`config.mk`:
```
export PLATFORM = sky130hd
export DESIGN_NAME = tpg_multi
export DESIGN_NICKNAME = d
export VERILOG_FILES = /design/src/rtl/tpg_multi.sv
export SDC_FILE = /design/constraint.sdc
export NUM_CORES = 1
export LEC_CHECK = 0
export BUFFER_PORTS_ARGS = -buffer_cell sky130_fd_sc_hd__clkbuf_2
export CAP_MARGIN = 10
export CORE_MARGIN = 1.5
export CORE_UTILIZATION = 33
export DETAILED_ROUTE_END_ITERATION = 6
export PLACE_DENSITY_LB_ADDON = 0.25
export SLEW_MARGIN = 15
export SYNTH_ARGS = -nofsm -noshare
export SYNTH_HDL_FRONTEND = slang
export SYNTH_SLANG_ARGS = --single-unit
```
`constraint.sdc`:
```
create_clock -name clk -period 21.8 [get_ports clk]
set_input_delay 2.18 -clock clk [delete_from_list [all_inputs] [get_ports clk]]
set_output_delay 2.18 -clock clk [all_outputs]
set_load 0.01 [all_outputs]
```
`src/rtl/tpg_multi.sv`:
```
// Programmable video test-pattern generator: runtime timing captured once per frame,
// pixel-enable gated counters, four patterns, frame markers and a completed-frame counter.
module tpg_multi #(
    parameter int PW      = 8,
    parameter int H_BITS  = 12,
    parameter int V_BITS  = 12,
    parameter int FC_BITS = 8,
    parameter int HS_POL  = 1,
    parameter int VS_POL  = 1,
    parameter int CK_LOG  = 3
) (
    input  logic                clk,
    input  logic                rst_n,
    input  logic                en,
    input  logic [1:0]          mode,
    input  logic                anim,
    input  logic [3*PW-1:0]     solid_rgb,
    input  logic [H_BITS-1:0]   tBAR_W,
    input  logic [H_BITS-1:0]   tHS_START,
    input  logic [H_BITS-1:0]   tHS_END,
    input  logic [H_BITS-1:0]   tHACT_START,
    input  logic [H_BITS-1:0]   tHACT_END,
    input  logic [H_BITS-1:0]   tH_END,
    input  logic [V_BITS-1:0]   tVS_START,
    input  logic [V_BITS-1:0]   tVS_END,
    input  logic [V_BITS-1:0]   tVACT_START,
    input  logic [V_BITS-1:0]   tVACT_END,
    input  logic [V_BITS-1:0]   tV_END,
    output logic                hs,
    output logic                vs,
    output logic                vld,
    output logic [3*PW-1:0]     rgb,
    output logic                sof,
    output logic                eol,
    output logic [FC_BITS-1:0]  frame_cnt
);

    localparam logic HS_ACT = (HS_POL != 0);
    localparam logic VS_ACT = (VS_POL != 0);

    typedef struct packed {
        logic [1:0]        mode;
        logic              anim;
        logic [3*PW-1:0]   solid;
        logic [H_BITS-1:0] bar_w;
        logic [H_BITS-1:0] hs_s;
        logic [H_BITS-1:0] hs_e;
        logic [H_BITS-1:0] ha_s;
        logic [H_BITS-1:0] ha_e;
        logic [H_BITS-1:0] h_end;
        logic [V_BITS-1:0] vs_s;
        logic [V_BITS-1:0] vs_e;
        logic [V_BITS-1:0] va_s;
        logic [V_BITS-1:0] va_e;
        logic [V_BITS-1:0] v_end;
    } cfg_t;

    function automatic logic [3*PW-1:0] bar_colour(input logic [2:0] idx);
        logic [2:0] c;
        case (idx)
            3'd0:    c = 3'b111;
            3'd1:    c = 3'b110;
            3'd2:    c = 3'b011;
            3'd3:    c = 3'b010;
            3'd4:    c = 3'b101;
            3'd5:    c = 3'b100;
            3'd6:    c = 3'b001;
            default: c = 3'b000;
        endcase
        return {{PW{c[2]}}, {PW{c[1]}}, {PW{c[0]}}};
    endfunction

    cfg_t               live, cfg, shd_q, shd_d;
    logic [H_BITS-1:0]  h_q, h_d, x;
    logic [V_BITS-1:0]  v_q, v_d, y;
    logic [FC_BITS-1:0] fc_q, fc_d;
    logic [H_BITS-1:0]  bar_cnt_q, bar_cnt_d, cur_cnt, nxt_cnt, bar_w_eff;
    logic [2:0]         bar_idx_q, bar_idx_d, cur_idx;
    logic               hs_q, hs_d, vs_q, vs_d, vld_q, vld_d, sof_q, sof_d, eol_q, eol_d;
    logic [3*PW-1:0]    rgb_q, rgb_d, pix;
    logic               origin, hsync, vsync, act, ck;

    assign live = {mode, anim, solid_rgb, tBAR_W, tHS_START, tHS_END, tHACT_START,
                   tHACT_END, tH_END, tVS_START, tVS_END, tVACT_START, tVACT_END, tV_END};

    always_comb begin
        shd_d     = shd_q;
        h_d       = h_q;
        v_d       = v_q;
        fc_d      = fc_q;
        bar_cnt_d = bar_cnt_q;
        bar_idx_d = bar_idx_q;
        hs_d      = hs_q;
        vs_d      = vs_q;
        vld_d     = vld_q;
        sof_d     = sof_q;
        eol_d     = eol_q;
        rgb_d     = rgb_q;

        // The frame-origin cycle decodes with live inputs; everything after uses the snapshot.
        origin = (h_q == '0) && (v_q == '0);
        cfg    = origin ? live : shd_q;

        hsync = (h_q >= cfg.hs_s) && (h_q < cfg.hs_e);
        vsync = (v_q >= cfg.vs_s) && (v_q < cfg.vs_e);
        act   = (h_q >= cfg.ha_s) && (h_q < cfg.ha_e) &&
                (v_q >= cfg.va_s) && (v_q < cfg.va_e);
        x     = h_q - cfg.ha_s;
        y     = v_q - cfg.va_s;

        bar_w_eff = (cfg.bar_w == '0) ? H_BITS'(1) : cfg.bar_w;
        cur_cnt   = (x == '0) ? '0 : bar_cnt_q;
        cur_idx   = (x == '0) ? 3'd0 : bar_idx_q;
        nxt_cnt   = cur_cnt + H_BITS'(1);
        ck        = x[CK_LOG] ^ y[CK_LOG] ^ (cfg.anim & fc_q[0]);

        case (cfg.mode)
            2'd0:    pix = cfg.solid;
            2'd1:    pix = bar_colour(cur_idx);
            2'd2:    pix = {3{x[PW-1:0]}};
            default: pix = {(3*PW){ck}};
        endcase

        if (en) begin
            if (origin) begin
                shd_d = live;
            end
            hs_d  = hsync ? HS_ACT : ~HS_ACT;
            vs_d  = vsync ? VS_ACT : ~VS_ACT;
            vld_d = act;
            sof_d = act && (x == '0) && (y == '0);
            eol_d = act && ((h_q + H_BITS'(1)) == cfg.ha_e);
            rgb_d = act ? pix : '0;

            if (act) begin
                if (nxt_cnt == bar_w_eff) begin
                    bar_cnt_d = '0;
                    bar_idx_d = (cur_idx == 3'd7) ? 3'd7 : cur_idx + 3'd1;
                end else begin
                    bar_cnt_d = nxt_cnt;
                    bar_idx_d = cur_idx;
                end
            end

            if (h_q >= cfg.h_end) begin
                h_d = '0;
                if (v_q >= cfg.v_end) begin
                    v_d  = '0;
                    fc_d = fc_q + FC_BITS'(1);
                end else begin
                    v_d = v_q + V_BITS'(1);
                end
            end else begin
                h_d = h_q + H_BITS'(1);
            end
        end
    end

    always_ff @(posedge clk or negedge rst_n) begin
        if (!rst_n) begin
            shd_q     <= '0;
            h_q       <= '0;
            v_q       <= '0;
            fc_q      <= '0;
            bar_cnt_q <= '0;
            bar_idx_q <= '0;
            hs_q      <= ~HS_ACT;
            vs_q      <= ~VS_ACT;
            vld_q     <= 1'b0;
            sof_q     <= 1'b0;
            eol_q     <= 1'b0;
            rgb_q     <= '0;
        end else begin
            shd_q     <= shd_d;
            h_q       <= h_d;
            v_q       <= v_d;
            fc_q      <= fc_d;
            bar_cnt_q <= bar_cnt_d;
            bar_idx_q <= bar_idx_d;
            hs_q      <= hs_d;
            vs_q      <= vs_d;
            vld_q     <= vld_d;
            sof_q     <= sof_d;
            eol_q     <= eol_d;
            rgb_q     <= rgb_d;
        end
    end

    assign hs        = hs_q;
    assign vs        = vs_q;
    assign vld       = vld_q;
    assign rgb       = rgb_q;
    assign sof       = sof_q;
    assign eol       = eol_q;
    assign frame_cnt = fc_q;

endmodule

```
==> Implementation_results.wiki, run 1 <==
{| class="wikitable"
! Metric !! Value
|-
| Run status || completed
|-
| Top cells by area, synth || sky130_fd_sc_hd__dfrtp_1, sky130_fd_sc_hd__ha_1, sky130_fd_sc_hd__mux2i_1, sky130_fd_sc_hd__nor2_1, sky130_fd_sc_hd__a21oi_1
|-
| Top-area cell type share of the netlist area || 39.3%
|-
| Maximum buffer depth of the clock tree || 3
|-
| Cells resized by post-CTS repair || 0
|-
| Number of placement rows || 77
|-
| Pre-Repair DR Iteration Count || 5
|-
| Buffering stage count on the worst path with inverters included || 3
|-
| Fraction of final layout cells sized beyond drive strength 1 || 18.8%
|-
| RSZ-0062 raised after global routing || no
|-
| Maximum number of pins on one net before global-route repair || 108
|-
| Number of global-route vias before repair || 11900
|-
| Flop and latch count out of synthesis || 235
|-
| Commonest cells in the synthesized netlist || sky130_fd_sc_hd__dfrtp_1, sky130_fd_sc_hd__nor2_1, sky130_fd_sc_hd__mux2i_1, sky130_fd_sc_hd__a21oi_1, sky130_fd_sc_hd__ha_1
|-
| Worst-case hold slack || about 0.47 ns
|-
| Minimum setup slack in the final design || about 14 ns
|-
| Clock-pin slew of the registers on the worst-case setup and hold paths || 0.06 ns
|-
| CP endpoint kind || register
|-
| Count of final hold-check violations || 0
|-
| Endpoint required time on the critical path || 22.22 ns
|-
| Highest achievable clock rate || 127 MHz
|-
| Worst-Skew Late Latency || around 0.55 ns
|-
| Library cell with the largest summed area after synthesis || sky130_fd_sc_hd__dfrtp_1
|-
| Crit path max fanout || 27
|-
| CTS tree || built
|-
| Num CTS Buffers || 29
|-
| Average via count per standard cell || 5.17
|-
| Vias after detailed routing || approximately 12000
|-
| Number of pins exceeding their max-slew limit in the final report || 0
|-
| DP Worst Slack || 13.88 ns
|-
| Post-synth design cell area || 0.0150 sq mm
|-
| Fin nets || between 1500 and 2000
|-
| Signed area change from the synthesized netlist to the final layout || 15.9%
|-
| Remaining DRCs || 0
|-
| Wire length of the first global-routing pass || 66900 um
|-
| CP peak stage delay || approximately 0.63 ns
|-
| Kind of launch point of the worst setup path || register
|-
| DRC marker count from the first detailed-route iteration || 633
|-
| Largest delay contributor family on the critical path || compound AO/OA/AOI/OAI gates
|-
| Worst clock skew on the final layout || 0.0155 ns
|-
| Critical path type || register to register
|-
| Proportion of synthesized chip area in sequential cells || 39.3%
|-
| Die footprint || 0.0466 sq mm
|-
| Num Clock Sinks || 235
|-
| WL final || 41900 um
|-
| Tot GR Track Use || 18.1%
|-
| Average wire length per cell after detail routing || ~18 um
|-
| Core area || 0.0445 sq mm
|-
| Standby leakage power || just under 8 nW
|-
| Count of input and output buffers || 198
|-
| Horizontal die dimension || roughly 220 um
|-
| Largest vdd supply drop || 0.0552 mV
|-
| Core Util, Final || 38.9%
|-
| Final-report setup violation count || 0
|-
| Total number of H-tree levels || 1
|-
| Hold buffer count at cts || 0
|-
| Power per standard cell area || 86.0 mW/mm^2
|-
| Accumulated negative setup slack || 0 ns
|-
| Overall power after layout || 1.49 mW
|-
| Final GP Congestion || 0.848
|-
| Relative max-transition margin || 30.7%
|-
| Top_reg_cell synth || sky130_fd_sc_hd__dfrtp_1
|-
| Proportion of synthesized flip-flops having asynchronous set or reset || 100%
|-
| HPWL after detailed placement || 30400 um
|-
| Die outline height || about 220 um
|-
| Num ports || 199
|-
| Synthesis Warnings || 0
|-
| CTS Root Cell || sky130_fd_sc_hd__clkbuf_16
|-
| Total nets after synthesis || 1814
|-
| Initial Utilization || 33.6%
|-
| Final worst path period need || 7.85 ns
|-
| Antenna violations before repair || 4
|-
| Antenna Nets Post-Route || 0
|-
| Distinct cell type count of the synthesized netlist || 75
|-
| MaxCap Viol Count || 0
|-
| Library cell with the highest instance count after synthesis || sky130_fd_sc_hd__dfrtp_1
|-
| Type of the tightest min-delay check || register to register
|-
| Post-CTS setup buffer count || 0
|-
| Crit path max-delay cell type || sky130_fd_sc_hd__a2111oi_0
|-
| Signal arrival time at the worst endpoint || 8.28 ns
|-
| Period utilisation layout || ~36%
|-
| Synth Instances || 1524
|-
| Pin slew with the least headroom to its limit || 1.04 ns
|-
| Number of synthesized flops with an enable pin || 0
|-
| Avg Inst Size Synth || 9.82 sq um
|-
| Number of fill cells in the layout || between 4000 and 5000
|-
| Sum of overflow across all layers after global routing || 0
|}
-- worst register-to-register path, delay by kind of cell, from the launching register on --
kind | cells | cell delay [ns]
simple gates | 11 | 2.31
compound gates | 8 | 2.31
fa+ha+maj | 3 | 0.92
buf+inv | 3 | 0.80
mux | 2 | 0.69
flops | 1 | 0.43
xor+xnor | 1 | 0.25
-- registers in the layout (all words and copies together) (netlist names) --
name	flops
shd_q	159
rgb	24
bar_cnt_q	12
h_q	12
v_q	12
frame_cnt	8
bar_idx_q	3
eol	1
hs	1
sof	1
vld	1
vs	1
-- cell families after synthesis --
| group | share of synthesized area [%] |
|---|---|
| AND/OR/NAND/NOR | 13.3 |
| AO/OA/AOI/OAI | 15.9 |
| flip-flops | 39.3 |
| multiplexers | 14.6 |
| adder cells (fa/ha/maj) | 10.8 |
| buffers and inverters | 2.91 |
| XOR/XNOR | 3.16 |
-- power by group --
part	switching (mW)	total, mW	internal [mW]
Combinational	0.256	0.448	0.192
Clock	0.189	0.463	0.274
Sequential	0.0580	0.580	0.522
-- layout make-up --
| type | instances | area [sq um] | area share, % |
|---|---|---|---|
| clock buffers | 39 | 793 | 4.58 |
| flip-flops and latches | 235 | 5880 | 33.9 |
| repair buffers | 210 | 1110 | 6.40 |
| clock inverters | 7 | 87.6 | 0.505 |
| multi-input cells | 1197 | 8650 | 49.9 |
| inverters | 18 | 68.8 | 0.397 |
| well taps | 592 | 741 | 4.27 |
| diodes | 3 | 7.51 | 0.0433 |
-- worst paths after layout --
path | slack (ns) | from | end | cells after the start
setup / recovery | 13.95 | v_q[0] | bar_idx_q[1] | 28
hold / removal | 0.47 | frame_cnt[7] | frame_cnt[7] | 1
setup reg to reg | 13.95 | v_q[0] | bar_idx_q[1] | 28
hold reg to reg | 0.47 | frame_cnt[7] | frame_cnt[7] | 1
max in group asynchronous | 18.57 | rst_n | shd_q[96] | 2
min in group asynchronous | 1.66 | rst_n | shd_q[127] | 1
-- placed cells by master, fill, tap and decap left out, drive strengths merged, types with 5 or more instances in the layout --
| master | instances |
|---|---|
| dfrtp | 235 |
| clkbuf | 235 |
| nor2 | 213 |
| mux2i | 158 |
| a21oi | 153 |
| ha | 127 |
| o21ai | 64 |
| nand2 | 62 |
| mux2 | 54 |
| xnor2 | 39 |
| nor3 | 36 |
| nand3 | 32 |
| a21o | 32 |
| o2bb2ai | 26 |
| and3 | 24 |
| inv | 17 |
| o21a | 16 |
| xor2 | 15 |
| buf | 14 |
| o31ai | 12 |
| nor2b | 11 |
| nand2b | 11 |
| a22o | 9 |
| and2 | 9 |
| nor4 | 8 |
| nand4 | 7 |
| a31oi | 7 |
| a211oi | 7 |
| o211ai | 6 |
| clkinv | 5 |
-- metrics by stage --
step / instances / instance area (sq um)
after floorplan: 1524 / 15000
after global placement: 2252 / 16400
after detailed placement: 2252 / 16400
after CTS: 2298 / 17300
after global routing: 2301 / 17300
final: 2301 / 17300
-- layer usage --
layer	wire length (um)	global-route usage, %	vias up
met4	1010	5.72	2
met5	13	0	-
met1	19300	24.7	5700
met3	2030	2.99	62
met2	19500	29.2	241
li1	-	-	5880
(Power assumes the default switching activity.)
==> run 2: changes to the inputs <==
- clock period: 21.8 -> 6.83 ns (I/O delays scaled with it)
==> run 2 against run 1 <==
Net effect:
- the run now ends with DRC left
- clock power rose to 3.6 times the previous value
- combinational power rose to 3.4 times the previous value
- critical path depth unchanged
- core utilization up 1.1 points
- sequential power rose to 3.1 times the previous value
- highest routed layer unchanged
==> Implementation_results.wiki, run 2 (synthesis results as in run 1) <==
{| class="wikitable"
! Metric !! Value
|-
| Fraction of final layout cells sized beyond drive strength 1 || between 20% and 30%
|-
| Type of the tightest min-delay check || input port to asynchronous set/reset pin
|-
| WL final || around 43000 um
|-
| Core Util, Final || 40.0%
|-
| Net Sw Power || approximately 1.7 mW
|-
| Antenna violations before repair || 4
|-
| DP Worst Slack || 0.00755 ns
|-
| Horizontal die dimension || 216 um
|-
| Final GP Congestion || 0.887
|-
| Period utilisation layout || between 90 and 100%
|-
| Most common library cell in the layout ignoring fill and taps || sky130_fd_sc_hd__dfrtp_1
|-
| Maximum number of pins on one net before global-route repair || 149
|-
| Switching power share of the total || roughly 33%
|-
| Crit path max-delay cell type || sky130_fd_sc_hd__a2111oi_0
|-
| DRC marker count from the first detailed-route iteration || 556
|-
| Tot GR Track Use || 18.2%
|-
| Vias after detailed routing || 12000
|-
| Max FFs per register || approximately 160
|-
| Count of final hold-check violations || 0
|-
| Most Frequent Cell on Critical Path || sky130_fd_sc_hd__ha_1
|-
| Part of the power in combinational logic || 30.6%
|-
| Worst-Skew Late Latency || 0.57 ns
|-
| Num ports || 199
|-
| Count of input and output buffers || 198
|-
| Average wire length per cell after detail routing || ~18 um
|-
| Pre-Repair DR Iteration Count || 7
|-
| Relative max-transition margin || roughly 30%
|-
| P_int || 3.34 mW
|-
| Initial Utilization || 33.6%
|-
| Num Clock Sinks || between 200 and 250
|-
| CTS Root Cell || sky130_fd_sc_hd__clkbuf_16
|-
| Fin nets || 2012
|-
| Number of global-route vias before repair || 11800
|-
| Average via count per standard cell || 5.13
|-
| Sum of overflow across all layers after global routing || 0
|-
| HPWL after detailed placement || 30700 um
|-
| Remaining DRCs || 4
|-
| Worst clock skew on the final layout || 0.0185 ns
|-
| Number of fill cells in the layout || 4406
|-
| CP peak stage delay || roughly 0.45 ns
|-
| Total number of H-tree levels || 1
|-
| Kind of launch point of the worst setup path || register
|-
| Failing checks || DRC
|-
| Largest vdd supply drop || roughly 0.18 mV
|-
| Length in cells of the worst reg-to-reg path || 28
|-
| Count of placed standard cells in the final layout, fillers left out || between 2000 and 2500
|-
| Die outline height || 216 um
|-
| Highest achievable clock rate || roughly 150 MHz
|-
| Run status || complete, but fails checks
|-
| Number of placement rows || between 70 and 80
|-
| CP endpoint kind || register
|-
| Endpoint required time on the critical path || about 7.3 ns
|-
| Number of pins exceeding their max-slew limit in the final report || 0
|-
| Final worst path period need || about 6.5 ns
|-
| Post-route design area || 0.0178 sq mm
|-
| Share of total power in the clock network || 33.1%
|-
| Maximum buffer depth of the clock tree || 3
|-
| Commonest non-fill, non-tap cells in the layout || sky130_fd_sc_hd__dfrtp_1, sky130_fd_sc_hd__nor2_1, sky130_fd_sc_hd__clkbuf_2, sky130_fd_sc_hd__mux2i_1, sky130_fd_sc_hd__a21oi_1
|-
| CTS tree || built
|-
| Critical path type || register to register
|-
| Core area || 0.0445 sq mm
|-
| Largest register by flop count || shd_q
|-
| Pin slew with the least headroom to its limit || 1.05 ns
|-
| Power per standard cell area || 280 mW/mm^2
|-
| Signed area change from the synthesized netlist to the final layout || 19.0%
|-
| MaxCap Viol Count || 0
|-
| Post-detailed-placement cell area || 0.0167 sq mm
|-
| Wire length of the first global-routing pass || 67200 um
|-
| Signal arrival time at the worst endpoint || 6.95 ns
|-
| Clock-pin slew of the registers on the worst-case setup and hold paths || approximately 0.060 ns
|-
| Crit path max fanout || 6
|-
| Minimum setup slack in the final design || between 0.3 and 0.4 ns
|-
| Die footprint || 0.0466 sq mm
|-
| Standby leakage power || 7.94 nW
|-
| Num CTS Buffers || 29
|-
| Antenna Nets Post-Route || 0
|-
| Register share of total power || 36.3%
|-
| Overall power after layout || 4.99 mW
|-
| # placed instances || 2278
|-
| Final-report setup violation count || 0
|}
-- run 2: changes by cell type in the layout (fill, tap and decap cells not counted), sizes merged --
cell / before / now
diode: 3 / 2
clkinvlp: 1 / 2
buf: 14 / 45
clkinv: 5 / 6
clkbuf: 235 / 237
bufinv: 2 / 4
inv: 17 / 18
-- run 2: worst paths after layout --
| check | slack, ns | start | to |
|---|---|---|---|
| worst max-delay path | 0.33 | v_q[0] | bar_cnt_q[9] |
| worst min-delay path | 0.19 | rst_n | shd_q[122] |
| worst max register to register | 0.33 | v_q[0] | bar_cnt_q[9] |
| worst min register to register | 0.48 | frame_cnt[7] | frame_cnt[7] |
| max in group asynchronous | 5.30 | rst_n | h_q[1] |
| min in group clk | 0.37 | solid_rgb[22] | shd_q[154] |
-- run 2: area by class of cell --
cell class              count  area (sq um)  share of cell area [%]
multi-input cells        1197          8730                    49.0
diodes                      2          5.00                  0.0281
well taps                 592           741                    4.16
repair buffers            241          1360                    7.61
flip-flops and latches    235          5880                    33.0
clock inverters            12           173                   0.970
clock buffers              41           851                    4.78
inverters                  18          68.8                   0.386
-- run 2: power groups by stage --
stage,clock network [mW],registers (mW),logic [mW]
finish,1.65,1.81,1.53
global route,1.75,1.85,1.72
CTS,1.70,1.81,1.52
detailed placement,0,1.83,1.51
global placement,0,1.82,1.48
floorplan,0,1.82,1.06
-- run 2: worst max-delay path: cells and delay by family (launching register included) --
family,cells,cell delay [ns]
AOI/OAI and AO/OA,8,2.07
xor gates and xnor gates,1,0.16
adders and majority gates,4,0.95
buffers and inverters,3,0.42
DFF,1,0.44
muxes,1,0.33
and+or+nand+nor,11,1.97
-- run 2: repair_timing --
action                     in CTS  in global routing
pin swaps                       0                  6
setup endpoints to repair       1                 27
setup buffers                   0                  5
gates resized for setup         1                  6
hold buffers                    0                  0
-- run 2: through the flow --
stage	setup TNS, ns	hold WS [ns]
finish	0	0.195
global route	-0.0350	0.276
CTS	0	0.246
detailed placement	0	0.467
global placement	0	0.464
floorplan	0	0.387
-- run 2: metal layers --
layer / wire (um) / GRT usage, % / up-vias
met5: 28 / 0 / -
met4: 872 / 4.84 / 4
met3: 1580 / 2.61 / 48
met2: 20000 / 30.0 / 211
met1: 20200 / 24.8 / 5774
li1: - / - / 5948
